`config.mk`:
```
export PLATFORM = sky130hd
export DESIGN_NAME = apb_regfile_ws
export DESIGN_NICKNAME = d
export VERILOG_FILES = /design/src/rtl/apb_regfile_ws.sv
export SDC_FILE = /design/constraint.sdc
export NUM_CORES = 1
export LEC_CHECK = 0
export ABC_AREA = 1
export CORE_MARGIN = 2
export CORE_UTILIZATION = 35
export DETAILED_ROUTE_END_ITERATION = 6
export DONT_BUFFER_PORTS = 1
export PLACE_DENSITY = 0.54
export SLEW_MARGIN = 0
export SYNTH_ARGS = -nofsm -noshare
export SYNTH_HDL_FRONTEND = slang
export SYNTH_SLANG_ARGS = --single-unit
```
`constraint.sdc`:
```
create_clock -name clk -period 1.6 [get_ports clk]
set_clock_uncertainty 0.2 [all_clocks]
set_input_delay 0.24 -clock clk [delete_from_list [all_inputs] [get_ports clk]]
set_output_delay 0.24 -clock clk [all_outputs]
set_load 0.01 [all_outputs]
```
`src/rtl/apb_regfile_ws.sv`:
```
// apb_regfile_ws: APB slave CSR block with RW control regs, RO status words and wait states
// Ports:
//   clk, rst                 clock, synchronous active-high reset
//   psel, penable, pwrite    APB control
//   paddr, pwdata, pstrb     APB address, write data, byte strobes
//   prdata, pready, pslverr  APB response
//   rw_regs_o                flat RW register contents, reg i at [i*DATA_W +: DATA_W]
//   wr_pulse_o               one-cycle pulse per RW register written
//   ro_status_i              flat status words, word j at [j*DATA_W +: DATA_W]
module apb_regfile_ws #(
   parameter int                DATA_W      = 32,
   parameter int                ADDR_W      = 8,
   parameter int                NUM_RW      = 4,
   parameter int                NUM_RO      = 2,
   parameter int                WAIT_STATES = 0,
   parameter logic [DATA_W-1:0] RESET_VAL   = '0
) (
   input  logic                       clk,
   input  logic                       rst,
   input  logic                       psel,
   input  logic                       penable,
   input  logic                       pwrite,
   input  logic [ADDR_W-1:0]          paddr,
   input  logic [DATA_W-1:0]          pwdata,
   input  logic [DATA_W/8-1:0]        pstrb,
   output logic [DATA_W-1:0]          prdata,
   output logic                       pready,
   output logic                       pslverr,
   output logic [NUM_RW*DATA_W-1:0]   rw_regs_o,
   output logic [NUM_RW-1:0]          wr_pulse_o,
   input  logic [NUM_RO*DATA_W-1:0]   ro_status_i
);
   localparam int             NB    = DATA_W / 8;
   localparam int             IW    = ADDR_W - 2;
   localparam logic [3:0]     WS    = 4'(WAIT_STATES);
   localparam logic [IW:0]    RW_N  = (IW+1)'(NUM_RW);
   localparam logic [IW:0]    TOT_N = (IW+1)'(NUM_RW + NUM_RO);

   if (NUM_RW + NUM_RO > (1 << IW)) begin : g_bad_map
      $error("apb_regfile_ws: NUM_RW+NUM_RO exceeds the address space");
   end
   if (DATA_W % 8 != 0 || WAIT_STATES < 0 || WAIT_STATES > 15) begin : g_bad_cfg
      $error("apb_regfile_ws: DATA_W must be a multiple of 8 and WAIT_STATES in 0..15");
   end

   logic [3:0]               cnt_q, cnt_d;
   logic [NUM_RW*DATA_W-1:0] regs_q, regs_d;
   logic [NUM_RW-1:0]        pulse_q, pulse_d;
   logic [IW:0]              idx;
   logic [DATA_W-1:0]        rd, mask;
   logic                     access, done, rw_hit, ro_hit, we;
   logic                     unused_addr;

   assign unused_addr = ^paddr[1:0];
   assign idx         = {1'b0, paddr[ADDR_W-1:2]};
   assign access      = psel & penable;
   assign done        = access & (cnt_q == WS);
   // Bus response is held quiet for the whole time reset is asserted.
   assign pready      = ~rst & done;
   assign rw_hit      = idx < RW_N;
   assign ro_hit      = ~rw_hit & (idx < TOT_N);
   assign we          = pready & pwrite & rw_hit;
   assign prdata      = (pready & ~pwrite) ? rd : '0;
   assign pslverr     = pready & (pwrite ? ~rw_hit : ~(rw_hit | ro_hit));
   assign rw_regs_o   = regs_q;
   assign wr_pulse_o  = pulse_q;
   assign cnt_d       = (~access | done) ? 4'd0 : cnt_q + 4'd1;

   always_comb begin
      rd = '0;
      for (int i = 0; i < NUM_RW; i++)
         if (idx == (IW+1)'(i)) rd = regs_q[i*DATA_W +: DATA_W];
      for (int j = 0; j < NUM_RO; j++)
         if (idx == (IW+1)'(NUM_RW + j)) rd = ro_status_i[j*DATA_W +: DATA_W];
   end

   always_comb begin
      mask = '0;
      for (int b = 0; b < NB; b++) mask[b*8 +: 8] = {8{pstrb[b]}};
   end

   // A committed write pulses its register even with no strobes set.
   always_comb begin
      regs_d  = regs_q;
      pulse_d = '0;
      for (int i = 0; i < NUM_RW; i++)
         if (we && idx == (IW+1)'(i)) begin
            pulse_d[i]                 = 1'b1;
            regs_d[i*DATA_W +: DATA_W] = (regs_q[i*DATA_W +: DATA_W] & ~mask) | (pwdata & mask);
         end
   end

   always_ff @(posedge clk) begin
      if (rst) begin
         cnt_q   <= '0;
         regs_q  <= {NUM_RW{RESET_VAL}};
         pulse_q <= '0;
      end else begin
         cnt_q   <= cnt_d;
         regs_q  <= regs_d;
         pulse_q <= pulse_d;
      end
   end
endmodule

```
==> run_results.csv <==
group,metric,value,unit
die,rows,49,
timing,rsz0062_at_grt,"true",
timing,setup_viol,166,
final_layout,diodes,0,
die,dieArea,19620,µm²
final_layout,drive_above_1_share,31.85,%
hold_path,min_path_cells,4,
worst_setup_path,crit_cells,9,
worst_setup_path,startpoint_type,"flop",
clock_network,cts_buffers,17,
detailed_routing,vias,7261,
power,switching_share,24.56,%
synthesis,synthTopCellsByCount,"nand2_1, nor2_1, o21ai_0",
worst_setup_path,cp.arrival,1800,ps
timing,worstMarginPinSlew,585.0,ps
timing,finalSetupTns,-79680,ps
die,die_w,140.1,µm
synthesis,synth.area.top_cells,"dfxtp_1, o21ai_0, nand2_1, nor3_1, nor2_1",
detailed_routing,vias_per_cell,5.367,
clock_network,h-tree-depth,4,
final_layout,fin_nets,1226,
synthesis,yosysTopAreaCell,"dfxtp_1",
global_route,overflow,0,
die,start_util,35.82,%
run_status,violations,"design-rule violations, negative setup slack",
power,p_sw,1.868,mW
clock_network,cts_buffer_depth,2,
placed_design,gp_congestion,0.8333,
clock_network,path_clk_slew,60,ps
power,p_int,5.737,mW
timing,hold_viol_final,0,
clock_network,clkLatencyLatePin,420,ps
clock_network,cts_tree,"yes",
synthesis,synth_cells,978,
global_route,first_global_vias,6857,
worst_setup_path,path_buf_inv,4,
global_route,antenna_found_initial,0,
worst_setup_path,timing.reg2reg.setup_slack,-560,ps
power,sequentialPowerShare,44.6,%
timing,slew_viol_final,0,
synthesis,synth_top_area_share,42.02,%
timing,max-slew-margin-rel,60.94,%
placed_design,io_buffer_count,0,
run_status,status,"complete, but fails checks",
synthesis,yosys_register_bits,136,
global_route,groute.usage.overall,26.49,%
worst_setup_path,ff2ff_path_depth,13,
final_layout,fin_cells,1353,
placed_design,dp_hpwl,18.43,mm
worst_setup_path,worst_path_most_repeated_cell,"buf_12",
synthesis,netlist_area,6479,µm²
worst_setup_path,setup.worst_path.end_class,"output port",
synthesis,synth_edf_count,0,
synthesis,synth_cell_type_count,23,
detailed_routing,drt-total-wl,26.98,mm
worst_setup_path,cp_cell_sequence,"inv_2, ha_4, nand3_4, nor2_4, buf_12, buf_12, o21ai_2, a21oi_1, buf_4",
job,maxCapViolCount,0,
worst_setup_path,cp_slowest_stage_delay,320,ps
power,pwr-share-comb,6.6,%
synthesis,synth_ff_type,"dfxtp_1",
worst_setup_path,slowest_stage,"dfxtp_2",
worst_setup_path,cp_top_family,"buffers and inverters",
placed_design,dpl_cell_area,7856,µm²
power,p_per_area,768.6,nW/µm²
worst_setup_path,cp.required,1160,ps
clock_network,clockRootBuffer,"clkbuf_16",
placed_design,placed_cells,1262,
final_layout,syn_to_final_growth,52.70,%
worst_setup_path,cp_max_fo,6,
power,power,7.604,mW
timing,timing.final.crit_period,2241,ps
die,coreArea,18090,µm²
power,leakagePower,3.989,nW
detailed_routing,antenna_left,0,
detailed_routing,initialDrtViolationCount,406,
global_route,grt_first_pass_wirelength,40.17,mm
die,io_pins,279,
final_layout,stdcell_area,9893,µm²
synthesis,yosysSeqAreaShare,42.02,%
detailed_routing,wire_per_inst,19.94,µm
power,p_clk_share,48.8,%
synthesis,yosysMostFrequentCell,"nand2_1",
synthesis,synth.avg_cell_area,6.624,µm²
power,peakVddDrop,0.8226,mV
global_route,grt_max_degree,69,
timing,post-route-period-util,140.1,%
detailed_routing,first_pass_iters,7,
synthesis,yosysWarnings,0,
hold_path,hp-class,"in2reg",
worst_setup_path,worstSetupPathType,"reg2out",
synthesis,async_reset_ff_share,0,%
die,fp.dieH,140.1,µm
timing,max_freq,446.2,MHz
timing,timing.final.ws_setup,-640.9,ps
synthesis,synth_nets,1093,
clock_network,cts.sinks,136,
detailed_routing,drc,20,
-- through the flow --
step / utilization [%] / hold WS [ps] / setup slack (ps)
floorplan: - / 182.1 / -102.1
CTS: 52.24 / 9.213 / -643.8
detailed placement: 43.44 / 187.2 / -378.7
finish: 54.70 / 15.25 / -640.9
global placement: 43.44 / 182.0 / -340.0
global route: 54.70 / 38.47 / -723.9
-- worst reg2reg max path, stage by stage, from the launching register on --
cell	delay, ps
dfxtp_2	320
inv_2	70
ha_4	150
nand3_4	80
buf_4	150
buf_4	130
nor2_4	140
buf_6	170
nand2_4	80
buf_12	160
buf_8	140
buf_12	130
nor3_2	100
nor2_1	60
-- power groups by stage --
stage                     clock network [mW]  registers [mW]  logic, mW
after floorplan                            0            3.47      0.171
after global placement                     0            3.47      0.286
after detailed placement                   0            3.47      0.285
after CTS                               3.78            3.39      0.460
after global routing                    3.91            3.39      0.535
final                                   3.71            3.39      0.505
-- cell families after synthesis --
family,synth area share [%]
AND/OR/NAND/NOR,34.34
AO/OA/AOI/OAI,17.94
flip-flops,42.02
buffers and inverters,5.176
adder cells (fa/ha/maj),0.3862
XOR/XNOR,0.1352
-- final cells by class --
class / count / area (µm²)
timing repair buffer: 176 / 1924
tap: 229 / 286.5
sequential: 136 / 2725
inverter: 25 / 93.84
multi-input combinational: 755 / 4314
clock inverter: 12 / 102.6
fill: 1717 / 8193
clock buffer: 20 / 446.7
-- routing by layer --
metal | track usage, % | vias up | wire length [µm]
li1 | - | 3549 | -
met1 | 34.42 | 3388 | 11270
met2 | 42.52 | 290 | 12690
met3 | 8.581 | 34 | 2555
met4 | 7.230 | 0 | 464
met5 | 0 | - | 0
-- path summary, 6_finish.rpt --
check,end,startpoint
worst max-delay path,prdata[6],cnt_q[1]
worst min-delay path,cnt_q[1],rst
worst max register to register,flop,cnt_q[1]
worst min register to register,cnt_q[0],cnt_q[0]
-- layout by cell type, fill, tap and decap left out, types with 4 or more instances in the layout --
master	n
nand2_1	188
nor2_1	167
dfxtp_1	134
nor3_2	81
buf_4	81
o21ai_0	66
o21ai_1	65
nor3_1	42
a21oi_1	36
dlygate4sd3_1	33
buf_12	32
a21oi_2	30
buf_6	28
o21ai_2	26
nor2_4	23
clkbuf_16	17
inv_1	15
nor3_4	6
inv_2	5
clkinv_1	5
clkinv_2	5
nand3_1	4
nand4_1	4
clkinvlp_4	4
-- timing repair --
action                                 4_1_cts  5_1_grt
endpoints found under the hold margin      128        0
gates resized for setup                    131      155
setup buffers                               17        8
hold buffers                                33        0
setup endpoints to repair                  164      166
pin swaps                                   10       58
gates cloned                                 3        0
Power figures use the tool's default switching activity.
